### config.mk
export PLATFORM = sky130hd
export DESIGN_NAME = fft_out_sched_flat
export DESIGN_NICKNAME = d
export VERILOG_FILES = /design/src/rtl/fft_out_sched_if.sv /design/src/rtl/fft_out_sched.sv /design/src/flat_wrapper.sv
export SDC_FILE = /design/constraint.sdc
export NUM_CORES = 1
export LEC_CHECK = 0
export CAP_MARGIN = 20
export CORE_MARGIN = 1.5
export CORE_UTILIZATION = 30
export CTS_CLUSTER_DIAMETER = 100
export DETAILED_ROUTE_END_ITERATION = 8
export SLEW_MARGIN = 20
export SYNTH_ARGS = -nofsm -noshare
export SYNTH_HDL_FRONTEND = slang
export SYNTH_SLANG_ARGS = --single-unit
### constraint.sdc
create_clock -name clk -period 2.1 [get_ports clk]
set_clock_uncertainty 0.1 [all_clocks]
set_input_delay 0.315 -clock clk [delete_from_list [all_inputs] [get_ports clk]]
set_output_delay 0.315 -clock clk [all_outputs]
set_load 0.01 [all_outputs]
### src/rtl/fft_out_sched_if.sv
// Bus bundle between the FFT output scheduler, the FFT result RAM,
// the FFT core's start pulse and the serial output receiver.
interface fft_out_sched_if #(
   parameter int N_LOG2 = 4,
   parameter int W      = 16
);
   logic              start;
   logic              busy;
   logic              done;
   logic              rd_en;
   logic [N_LOG2-1:0] rd_addr;
   logic [W-1:0]      rd_dataR;
   logic [W-1:0]      rd_dataJ;
   logic [W-1:0]      data_oR;
   logic [W-1:0]      data_oJ;
   logic              req_o;
   logic              ans_i;
   logic [N_LOG2-1:0] word_idx;

   // Scheduler side
   modport master (
      input  start, rd_dataR, rd_dataJ, ans_i,
      output busy, done, rd_en, rd_addr, data_oR, data_oJ, req_o, word_idx
   );

   // Environment side (core, RAM and receiver)
   modport slave (
      output start, rd_dataR, rd_dataJ, ans_i,
      input  busy, done, rd_en, rd_addr, data_oR, data_oJ, req_o, word_idx
   );
endinterface

### src/rtl/fft_out_sched.sv
// FFT output scheduler: walks one finished frame out of the result RAM,
// in natural or bit-reversed address order, and hands each complex sample
// to the receiver over a 4-phase req/ans handshake. Every output is a
// register decoded from the next state, so outputs line up with the state.
module fft_out_sched #(
   parameter int N_LOG2  = 4,
   parameter int W       = 16,
   parameter bit BIT_REV = 1'b1
) (
   input  logic clk,
   input  logic rst,
   fft_out_sched_if.master bus
);

   typedef enum logic [2:0] {
      S_IDLE = 3'd0,
      S_READ = 3'd1,
      S_LOAD = 3'd2,
      S_REQ  = 3'd3,
      S_ACK  = 3'd4,
      S_DONE = 3'd5
   } state_t;

   localparam logic [N_LOG2-1:0] CNT_LAST = {N_LOG2{1'b1}};
   localparam logic [N_LOG2-1:0] CNT_ONE  = {{(N_LOG2-1){1'b0}}, 1'b1};

   state_t            state_q, state_d;
   logic [N_LOG2-1:0] cnt_q, cnt_d;
   logic              rd_en_q;
   logic [N_LOG2-1:0] rd_addr_q;
   logic [W-1:0]      data_r_q;
   logic [W-1:0]      data_j_q;
   logic [N_LOG2-1:0] word_idx_q;
   logic              req_q;
   logic              busy_q;
   logic              done_q;

   // Mirror the low N_LOG2 bits of an index (MSB becomes LSB).
   function automatic logic [N_LOG2-1:0] bit_rev(input logic [N_LOG2-1:0] v);
      logic [N_LOG2-1:0] r;
      for (int i = 0; i < N_LOG2; i++) begin
         r[i] = v[N_LOG2-1-i];
      end
      return r;
   endfunction

   // Next-state and sample-counter logic.
   always_comb begin
      state_d = state_q;
      cnt_d   = cnt_q;
      case (state_q)
         S_IDLE: begin
            if (bus.start) begin
               state_d = S_READ;
               cnt_d   = {N_LOG2{1'b0}};
            end else begin
               state_d = S_IDLE;
            end
         end
         S_READ: state_d = S_LOAD;
         S_LOAD: state_d = S_REQ;
         S_REQ: begin
            if (bus.ans_i) begin
               state_d = S_ACK;
            end else begin
               state_d = S_REQ;
            end
         end
         S_ACK: begin
            // A stuck-high ans_i keeps us here: never advance more than one sample.
            if (!bus.ans_i) begin
               if (cnt_q == CNT_LAST) begin
                  state_d = S_DONE;
               end else begin
                  state_d = S_READ;
                  cnt_d   = cnt_q + CNT_ONE;
               end
            end else begin
               state_d = S_ACK;
            end
         end
         S_DONE:  state_d = S_IDLE;
         default: state_d = S_IDLE;
      endcase
   end

   // State, counter and registered outputs; reset aborts any frame in flight.
   always_ff @(posedge clk or posedge rst) begin
      if (rst) begin
         state_q    <= S_IDLE;
         cnt_q      <= {N_LOG2{1'b0}};
         rd_en_q    <= 1'b0;
         rd_addr_q  <= {N_LOG2{1'b0}};
         data_r_q   <= {W{1'b0}};
         data_j_q   <= {W{1'b0}};
         word_idx_q <= {N_LOG2{1'b0}};
         req_q      <= 1'b0;
         busy_q     <= 1'b0;
         done_q     <= 1'b0;
      end else begin
         state_q <= state_d;
         cnt_q   <= cnt_d;
         rd_en_q <= (state_d == S_READ);
         if (state_d == S_READ) begin
            rd_addr_q <= BIT_REV ? bit_rev(cnt_d) : cnt_d;
         end
         // RAM data is valid during LOAD, one cycle after rd_en.
         if (state_q == S_LOAD) begin
            data_r_q   <= bus.rd_dataR;
            data_j_q   <= bus.rd_dataJ;
            word_idx_q <= cnt_q;
         end
         req_q  <= (state_d == S_REQ);
         busy_q <= (state_d == S_READ) || (state_d == S_LOAD) ||
                   (state_d == S_REQ)  || (state_d == S_ACK);
         done_q <= (state_d == S_DONE);
      end
   end

   assign bus.rd_en    = rd_en_q;
   assign bus.rd_addr  = rd_addr_q;
   assign bus.data_oR  = data_r_q;
   assign bus.data_oJ  = data_j_q;
   assign bus.word_idx = word_idx_q;
   assign bus.req_o    = req_q;
   assign bus.busy     = busy_q;
   assign bus.done     = done_q;

endmodule

### src/flat_wrapper.sv
// flat-port wrapper written by rule: the top's interface ports become plain ports
module fft_out_sched_flat 
#(
   parameter int N_LOG2  = 4,
   parameter int W       = 16,
   parameter bit BIT_REV = 1'b1
)
  (clk, rst, bus_start, bus_rd_dataR, bus_rd_dataJ, bus_ans_i, bus_busy, bus_done, bus_rd_en, bus_rd_addr, bus_data_oR, bus_data_oJ, bus_req_o, bus_word_idx);
  fft_out_sched_if #(.N_LOG2(N_LOG2), .W(W)) bus_i ();
  input  logic clk;
  input  logic rst;
  input wire logic [$bits(bus_i.start)-1:0] bus_start;
  input wire logic [$bits(bus_i.rd_dataR)-1:0] bus_rd_dataR;
  input wire logic [$bits(bus_i.rd_dataJ)-1:0] bus_rd_dataJ;
  input wire logic [$bits(bus_i.ans_i)-1:0] bus_ans_i;
  output wire logic [$bits(bus_i.busy)-1:0] bus_busy;
  output wire logic [$bits(bus_i.done)-1:0] bus_done;
  output wire logic [$bits(bus_i.rd_en)-1:0] bus_rd_en;
  output wire logic [$bits(bus_i.rd_addr)-1:0] bus_rd_addr;
  output wire logic [$bits(bus_i.data_oR)-1:0] bus_data_oR;
  output wire logic [$bits(bus_i.data_oJ)-1:0] bus_data_oJ;
  output wire logic [$bits(bus_i.req_o)-1:0] bus_req_o;
  output wire logic [$bits(bus_i.word_idx)-1:0] bus_word_idx;
  assign bus_i.start = bus_start;
  assign bus_i.rd_dataR = bus_rd_dataR;
  assign bus_i.rd_dataJ = bus_rd_dataJ;
  assign bus_i.ans_i = bus_ans_i;
  assign bus_busy = bus_i.busy;
  assign bus_done = bus_i.done;
  assign bus_rd_en = bus_i.rd_en;
  assign bus_rd_addr = bus_i.rd_addr;
  assign bus_data_oR = bus_i.data_oR;
  assign bus_data_oJ = bus_i.data_oJ;
  assign bus_req_o = bus_i.req_o;
  assign bus_word_idx = bus_i.word_idx;
  fft_out_sched #(.N_LOG2(N_LOG2), .W(W), .BIT_REV(BIT_REV)) u_core (.clk(clk), .rst(rst), .bus(bus_i));
endmodule
; Word level (Yosys, flattened, before mapping)
; Index checks and enable logic that the tools add are counted.
[word_totals]
ff_bits = 51
latchBits = 0
mem_bits_rw = 0
rom_bits = 0
inputBits = 36
out_inout_bits = 44
elab_cells = 34
mem_count = 0
[classes]
n_addsub = 1
n_mul = 0
div_mod_pow = 0
order_cmp = 0
eq_ne = 10
shift = 0
n_mux = 9
bitwise = 0
n_reduce_logical = 4
[ops]
columns = operator, n
row1 = one-hot mux 3 bit (5 select lines), 1
row2 = "equality test 3 x 2 -> 1 bit, second input constant", 4
row3 = 2-to-1 mux 4 bit, 3
row4 = "equality test 3 bit, second input constant", 3
row5 = 2-to-1 mux 3 bit, 3
row6 = one-hot mux 4 bit (2 select lines), 1
row7 = "equality test 3 x 1 -> 1 bit, second input constant", 2
row8 = "adder 4 x 1 -> 4 bit, second input constant", 1
row9 = "equality test 4 bit, second input constant", 1
row10 = logical NOT 3 bit, 1
row11 = logical OR 1 bit, 3
row12 = 2-to-1 mux 1 bit, 1

; Depth between registers and ports, before layout
; Gate-level depths: netlist of run 1.
[depth]
word_depth = 8
depth_mapped = 5
ltp_nobuf = 4

; Least setup slack after synthesis of run 1
; No wires, ideal clock.
[synth_path]
path_kind = register to register
start = register u_core.cnt_q[0]
end = register u_core.rd_addr_q[1] (netlist: u_core.bus.rd_addr[1])
setup_time_ns = 0.079
arrival_ns = 1.441
t_required_ns = 1.921
path_slack_ns = 0.479
stages_incl_launch_ff = 5
path_buffers = 0
period_less_slack_ns = 1.621
path_cell_list = dfrtp_1 -> ha_1 -> a31o_2 -> a211oi_4 -> mux2i_1
[synth_via]
elab_chain_cells = 5
elab_cells_between_ends = 9
classes_between = 1 x add/sub / 2 x eq/ne / 6 x mux
[synth_rtl]
columns = item, line
row1 = from (decl), fft_out_sched.sv:28  ; logic [N_LOG2-1:0] cnt_q, cnt_d;
row2 = from (signal assigned), fft_out_sched.sv:91  ; cnt_q <= {N_LOG2{1'b0}};
row3 = from (signal assigned), fft_out_sched.sv:102  ; cnt_q <= cnt_d;
row4 = equality test 4 bit, fft_out_sched.sv:72  ; if (cnt_q == CNT_LAST) begin
row5 = 2-to-1 mux 3 bit, fft_out_sched.sv:72
row6 = 2-to-1 mux 3 bit, fft_out_sched.sv:71  ; if (!bus.ans_i) begin
row7 = one-hot mux 3 bit (5 select lines), fft_out_sched.sv:51  ; case (state_q)
row8 = equality test 3 x 1 -> 1 bit, fft_out_sched.sv:104  ; if (state_d == S_READ) begin
row9 = to (signal assigned), fft_out_sched.sv:93  ; rd_addr_q <= {N_LOG2{1'b0}};
row10 = to (signal assigned), fft_out_sched.sv:105  ; rd_addr_q <= BIT_REV ? bit_rev(cnt_d) : cnt_d;
row11 = to (decl), fft_out_sched.sv:30  ; logic [N_LOG2-1:0] rd_addr_q;
; Several ways; a longest one is shown, not always the timed one.
; A chain may end at the register's enable or synchronous reset.

; Worst setup path after layout of run 1
[layout_path]
start = register u_core.cnt_q[0]
end = register u_core.rd_addr_q[0] (netlist: u_core.bus.rd_addr[0])
; Same word-level chain as after synthesis.

==> results of run 1 <==
-- layer usage --
layer | GRT usage [%] | vias to the layer above | share of wire [%]
met1 | 13.7 | 704 | 45
met2 | 18.3 | 51 | 47
met3 | 3.95 | 4 | 7.5
li1 | - | 681 | -
met4 | 3.08 | 0 | 0.60
met5 | 0 | - | 0
-- final cells by class --
cell class	count	area [sq um]	share of cell area, %
sequential	51	1280	41.8
timing repair buffer	82	838	27.5
multi-input combinational	81	708	23.2
tap	80	100	3.28
clock buffer	6	82.6	2.71
inverter	8	30.0	0.984
clock inverter	2	16.3	0.533
-- flip-flops by register name, indices dropped and copies added, names as in the netlist --
signal	count
u_core.bus.data_oJ	16
u_core.bus.data_oR	16
u_core.bus.rd_addr	4
u_core.bus.word_idx	4
u_core.cnt_q	4
u_core.state_q	3
u_core.bus.busy	1
u_core.bus.done	1
u_core.bus.rd_en	1
u_core.bus.req_o	1
-- path summary, 6_finish.rpt --
check                                                          end  slack [ns]
min in group clk                u_core.bus.data_oJ[15]$_DFFE_PP0N_        0.39
worst min-delay path             u_core.bus.data_oJ[7]$_DFFE_PP0N_        0.27
worst max-delay path             u_core.bus.rd_addr[0]$_DFFE_PP0P_        0.31
worst min register to register  u_core.bus.data_oJ[15]$_DFFE_PP0N_        0.39
worst max register to register   u_core.bus.rd_addr[0]$_DFFE_PP0P_        0.31
max in group asynchronous               u_core.bus.req_o$_DFF_PP0_        1.40
-- cell usage after synthesis (all sizes together), types with 2 or more instances --
library cell  instances  area (sq um)
a21oi                 2          10.0
inv                   8          30.0
nand2b                2          12.5
or2                   2          12.5
dfrtp                51          1280
o21bai                2          15.0
buf                   6          46.3
o22ai                 2          12.5
a211oi                2          27.5
mux2i                 2          20.0
mux2                 36           405
nor3                  2          10.0
nand2                 3          11.3
nor2                  5          26.3
o21ai                 7          35.0
nand3                 2          10.0
-- worst max-delay path, delay by kind of cell (launching register included) --
| family | cells | cell delay (ns) |
|---|---|---|
| DFF | 1 | 0.44 |
| AOI/OAI and AO/OA | 3 | 0.84 |
| adders and majority gates | 1 | 0.27 |
-- report_power, final --
part	internal, mW	switching, mW	total, mW	leakage, nW
clock	0.269	0.317	0.587	0.0474
sequential	1.40	0.240	1.64	0.627
combinational	1.23	0.717	1.95	0.580
total	2.90	1.28	4.18	1.25
-- metrics by stage --
step,setup WS [ns],util (%)
after detailed placement,0.272,43.9
after global routing,0.190,45.4
after CTS,0.293,45.4
after global placement,0.316,43.9
after floorplan,0.455,-
final,0.315,45.4
-- cells by family (layout without fill, tap and decap cells) --
logic type | count (synthesis) | in the layout | share of synthesized area (%)
flops | 51 | 51 | 61.8
mux | 38 | 38 | 20.6
simple gates | 22 | 22 | 6.24
compound gates | 20 | 20 | 6.85
buf+inv | 15 | 98 | 3.88
fa+ha+maj | 1 | 1 | 0.606
==> impl_metrics.ini, run 1 <==
[synthesis]
ys_warn_count = 0
avgSynthCellArea_sq_um = 14.0
ys_ff_latch = 51
syn_nets = 184
synth_area_sq_um = 2060
ys.flop_type = dfrtp_1
synthCells = 147
ys_types = 35
synth_edf_count = 0
synth-async-reset-ratio_pct = 100
yosysSeqAreaShare_pct = 61.8

[cts]
numCtsBuffers = 5
cts_root_buf = clkbuf_8
cts_tree = yes
cts_resized = 0
cts.hold.buffers_added = 0
clockBufferDepth = 2
h-tree-depth = 2
cts.sinks = 51
cts_setup_buffers = 0
clkTransAtPathRegs_ns = 0.10
clkLatencyLatePin_ns = 0.30

[sta]
hold_viol = 0
max_freq_ghz = 0.560
fin_hold_ws_ns = 0.273
relSlewSlack_pct = 66.6
fin_setup_tns_ns = 0
rsz0062_at_grt = no
slew_viol_final = 0
post-route-period-util_pct = 85.0
setup_viol = 0
finalCriticalPeriod_ns = 1.79
worst_slew_pin_slew_ns = 0.500

[finish]
area_delta_synth_final_pct = 47.8
antenna_cells = 0
post_route_cells_drive_above_1_share_pct = 21.7
final_cell_area_sq_um = 3050
layout_commonest_cell = clkdlybuf4s50_1
final_cell_mix = clkdlybuf4s50_1, dfrtp_1, mux2_2, inv_1, o21ai_0
fill_cells = 623
stdcell_count = 310
fin_nets = 266

[global_route]
grt_antenna_before_repair = 0
grtUsageTotal_pct = 11.1
grt_pass1_vias = 1322
gr-total-overflow = 0
grt_pass1_wl_mm = 6.50
grt_max_degree = 52

[route]
dr.pass1.iters = 2
ant_nets = 0
vias = 1440
drt_iter0_drc = 24
drt-wirelength-per-cell_um = 13.0
drc = 0
routed_wl_mm = 4.02
viasPerCell = 4.65

[worst_setup_path]
worstReg2RegStart = u_core.cnt_q[0]$_DFF_PP0_
path_class = register to register
worstPathCellList = ha_1, a31o_2, a211oi_4, o32ai_1
r2r.worst_path.cells = 4
crit_start = u_core.cnt_q[0]$_DFF_PP0_
path_max_fanout = 7
crit_path_start_kind = register
cp.arrival_ns = 1.84
cp.required_ns = 2.16
endpoint_kind = register
crit_path_top_delay_cell = dfrtp_1
slowest_delay_ns = 0.44

[floorplanning]
die_y_um = 86.0
coreArea_sq_um = 6720
dieArea_sq_um = 7390
die_w_um = 86.0
num_rows = 30
boundaryPins = 80
start_util_pct = 30.7

[placed_design]
portBuffers = 79
place_area_sq_um = 2950
gp_congestion = 0.745
hpwlAfterDp_mm = 2.82
dp_cells = 302

[run]
drv_cap = 0

[worst_hold_path]
hp-class = input pin to async pin

[power_and_ir_drop]
power_density_nw_per_um2 = 1370
p_leak_nw = 1.25
power_mw = 4.18
ir_drop_uv = 480

[status]
status = finished, final reports clean
(Power assumes the default switching activity.)
==> run 2, diff against run 1 <==
- CORE_UTILIZATION: 30 -> 43
- PLACE_DENSITY: default -> 0.87
- REMOVE_ABC_BUFFERS: default -> 1
==> run 2 against run 1 <==
  * Utilization grew 20 points
  * Sequential power is essentially flat
  * Setup slack gained 0.0062 ns
  * Power grew 2.5%
  * Sequential cell count is the same
  * Critical path depth is the same
  * Clock power grew 18%
  * Wire length shrank 0.42%
  * Maximum frequency grew 0.35%
  * Critical path type unchanged
  * Critical endpoint is now u_core.bus.rd_addr[1]$_DFFE_PP0P_
  * Highest routed layer unchanged
==> impl_metrics.ini, run 2 (same netlist as run 1, synthesis figures left out) <==
[finish]
post_route_cells_drive_above_1_share_pct = 22.1
fin_nets = 267
layout_commonest_cell = clkdlybuf4s50_1
final_cell_mix = clkdlybuf4s50_1, dfrtp_1, mux2_2, inv_1, o21ai_0
fill_cells = 351
antenna_cells = 0
area_delta_synth_final_pct = 46.9

[cts]
cts_root_buf = clkbuf_8
clkTransAtPathRegs_ns = 0.09
cts.hold.buffers_added = 0
numCtsBuffers = 5
h-tree-depth = 2
clkLatencyLatePin_ns = 0.29
cts_resized = 0
clockBufferDepth = 2
cts_tree = yes
cts.sinks = 51
cts_setup_buffers = 0

[floorplanning]
coreArea_sq_um = 4660
die_y_um = 72.3
start_util_pct = 44.3
boundaryPins = 80
die_w_um = 72.3
num_rows = 25
dieArea_sq_um = 5230

[sta]
rsz0062_at_grt = no
slew_viol_final = 0
hold_viol = 0
fin_setup_tns_ns = 0
fin_hold_ws_ns = 0.272
relSlewSlack_pct = 67.9
max_freq_ghz = 0.562
finalCriticalPeriod_ns = 1.78
worst_slew_pin_slew_ns = 0.481
setup_viol = 0
post-route-period-util_pct = 84.7

[global_route]
grt_pass1_wl_mm = 6.66
gr-total-overflow = 0
grt_max_degree = 52
grt_pass1_vias = 1381
grt_antenna_before_repair = 0
grtUsageTotal_pct = 16.4

[route]
ant_nets = 0
drt_iter0_drc = 51
drt-wirelength-per-cell_um = 14.0
vias = 1420
m1WireLength_mm = 1.81
wl_met3_um = 275
routed_wl_mm = 4.00
dr.pass1.iters = 4
top_layer_used = met4
wl_met2_mm = 1.86
viasPerCell = 4.98
drc = 0

[run]
drv_cap = 0

[power_and_ir_drop]
ir_drop_uv = 684
power_mw = 4.28
power_density_nw_per_um2 = 1410
p_leak_nw = 1.27

[worst_setup_path]
cp.required_ns = 2.22
path_class = register to register
worstReg2RegStart = u_core.cnt_q[0]$_DFF_PP0_
cp.arrival_ns = 1.90
endpoint_kind = register
path_max_fanout = 7
crit_start = u_core.cnt_q[0]$_DFF_PP0_
crit_path_start_kind = register

[placed_design]
gp_congestion = 0.866
portBuffers = 79
hpwlAfterDp_mm = 2.90

[worst_hold_path]
hp-class = input pin to async pin

[status]
status = finished, final reports clean
## run 2: changes by cell type in the layout (fill, tap and decap cells not counted)
cell,delta
buf_12,-1
buf_4,+2
bufinv_16,+1
clkinv_2,+1
clkinv_4,-1
clkinvlp_4,-1
## run 2: critical path: stages (launching register included)
cell	delay, ns
dfrtp_1	0.44
ha_1	0.27
a31o_2	0.30
a211oi_4	0.38
mux2i_1	0.22
## run 2: per-stage QoR
stage                     worst slack, ns  instance area, sq um  util [%]  instances
after floorplan                     0.234                  2010         -        140
after global placement              0.332                  2920      62.6        277
after detailed placement            0.298                  2920      62.6        277
after CTS                           0.323                  3030      65.1        285
after global routing                0.239                  3030      65.1        285
final                               0.321                  3030      65.1        285
## run 2: path summary, 6_finish.rpt
path,endpoint,slack (ns),cells past startpoint
worst max-delay path,u_core.bus.rd_addr[1]$_DFFE_PP0P_,0.32,4
worst min-delay path,u_core.bus.data_oJ[11]$_DFFE_PP0N_,0.27,3
worst max register to register,u_core.bus.rd_addr[1]$_DFFE_PP0P_,0.32,4
worst min register to register,u_core.bus.data_oJ[15]$_DFFE_PP0N_,0.39,1
max in group asynchronous,u_core.bus.data_oJ[7]$_DFFE_PP0N_,1.39,3
min in group clk,u_core.bus.data_oJ[15]$_DFFE_PP0N_,0.39,1
## run 2: area by class of cell
cell class	count	area [sq um]	area share, %
flip-flops and latches	51	1280	42.1
repair buffers	83	833	27.5
multi-input cells	81	708	23.3
clock buffers	6	82.6	2.72
well taps	54	67.6	2.23
clock inverters	2	35.0	1.16
inverters	8	30.0	0.990
## run 2: per-layer routing
| layer | up-vias | global-route usage [%] |
|---|---|---|
| li1 | 685 | - |
| met1 | 675 | 21.3 |
| met2 | 52 | 27.1 |
| met3 | 8 | 4.58 |
| met4 | 0 | 5.03 |
| met5 | - | 0 |
## run 2: where the power goes
group          internal, mW  switching (mW)
sequential             1.40           0.249
clock                 0.386           0.304
combinational          1.21           0.725
total                  3.00            1.28
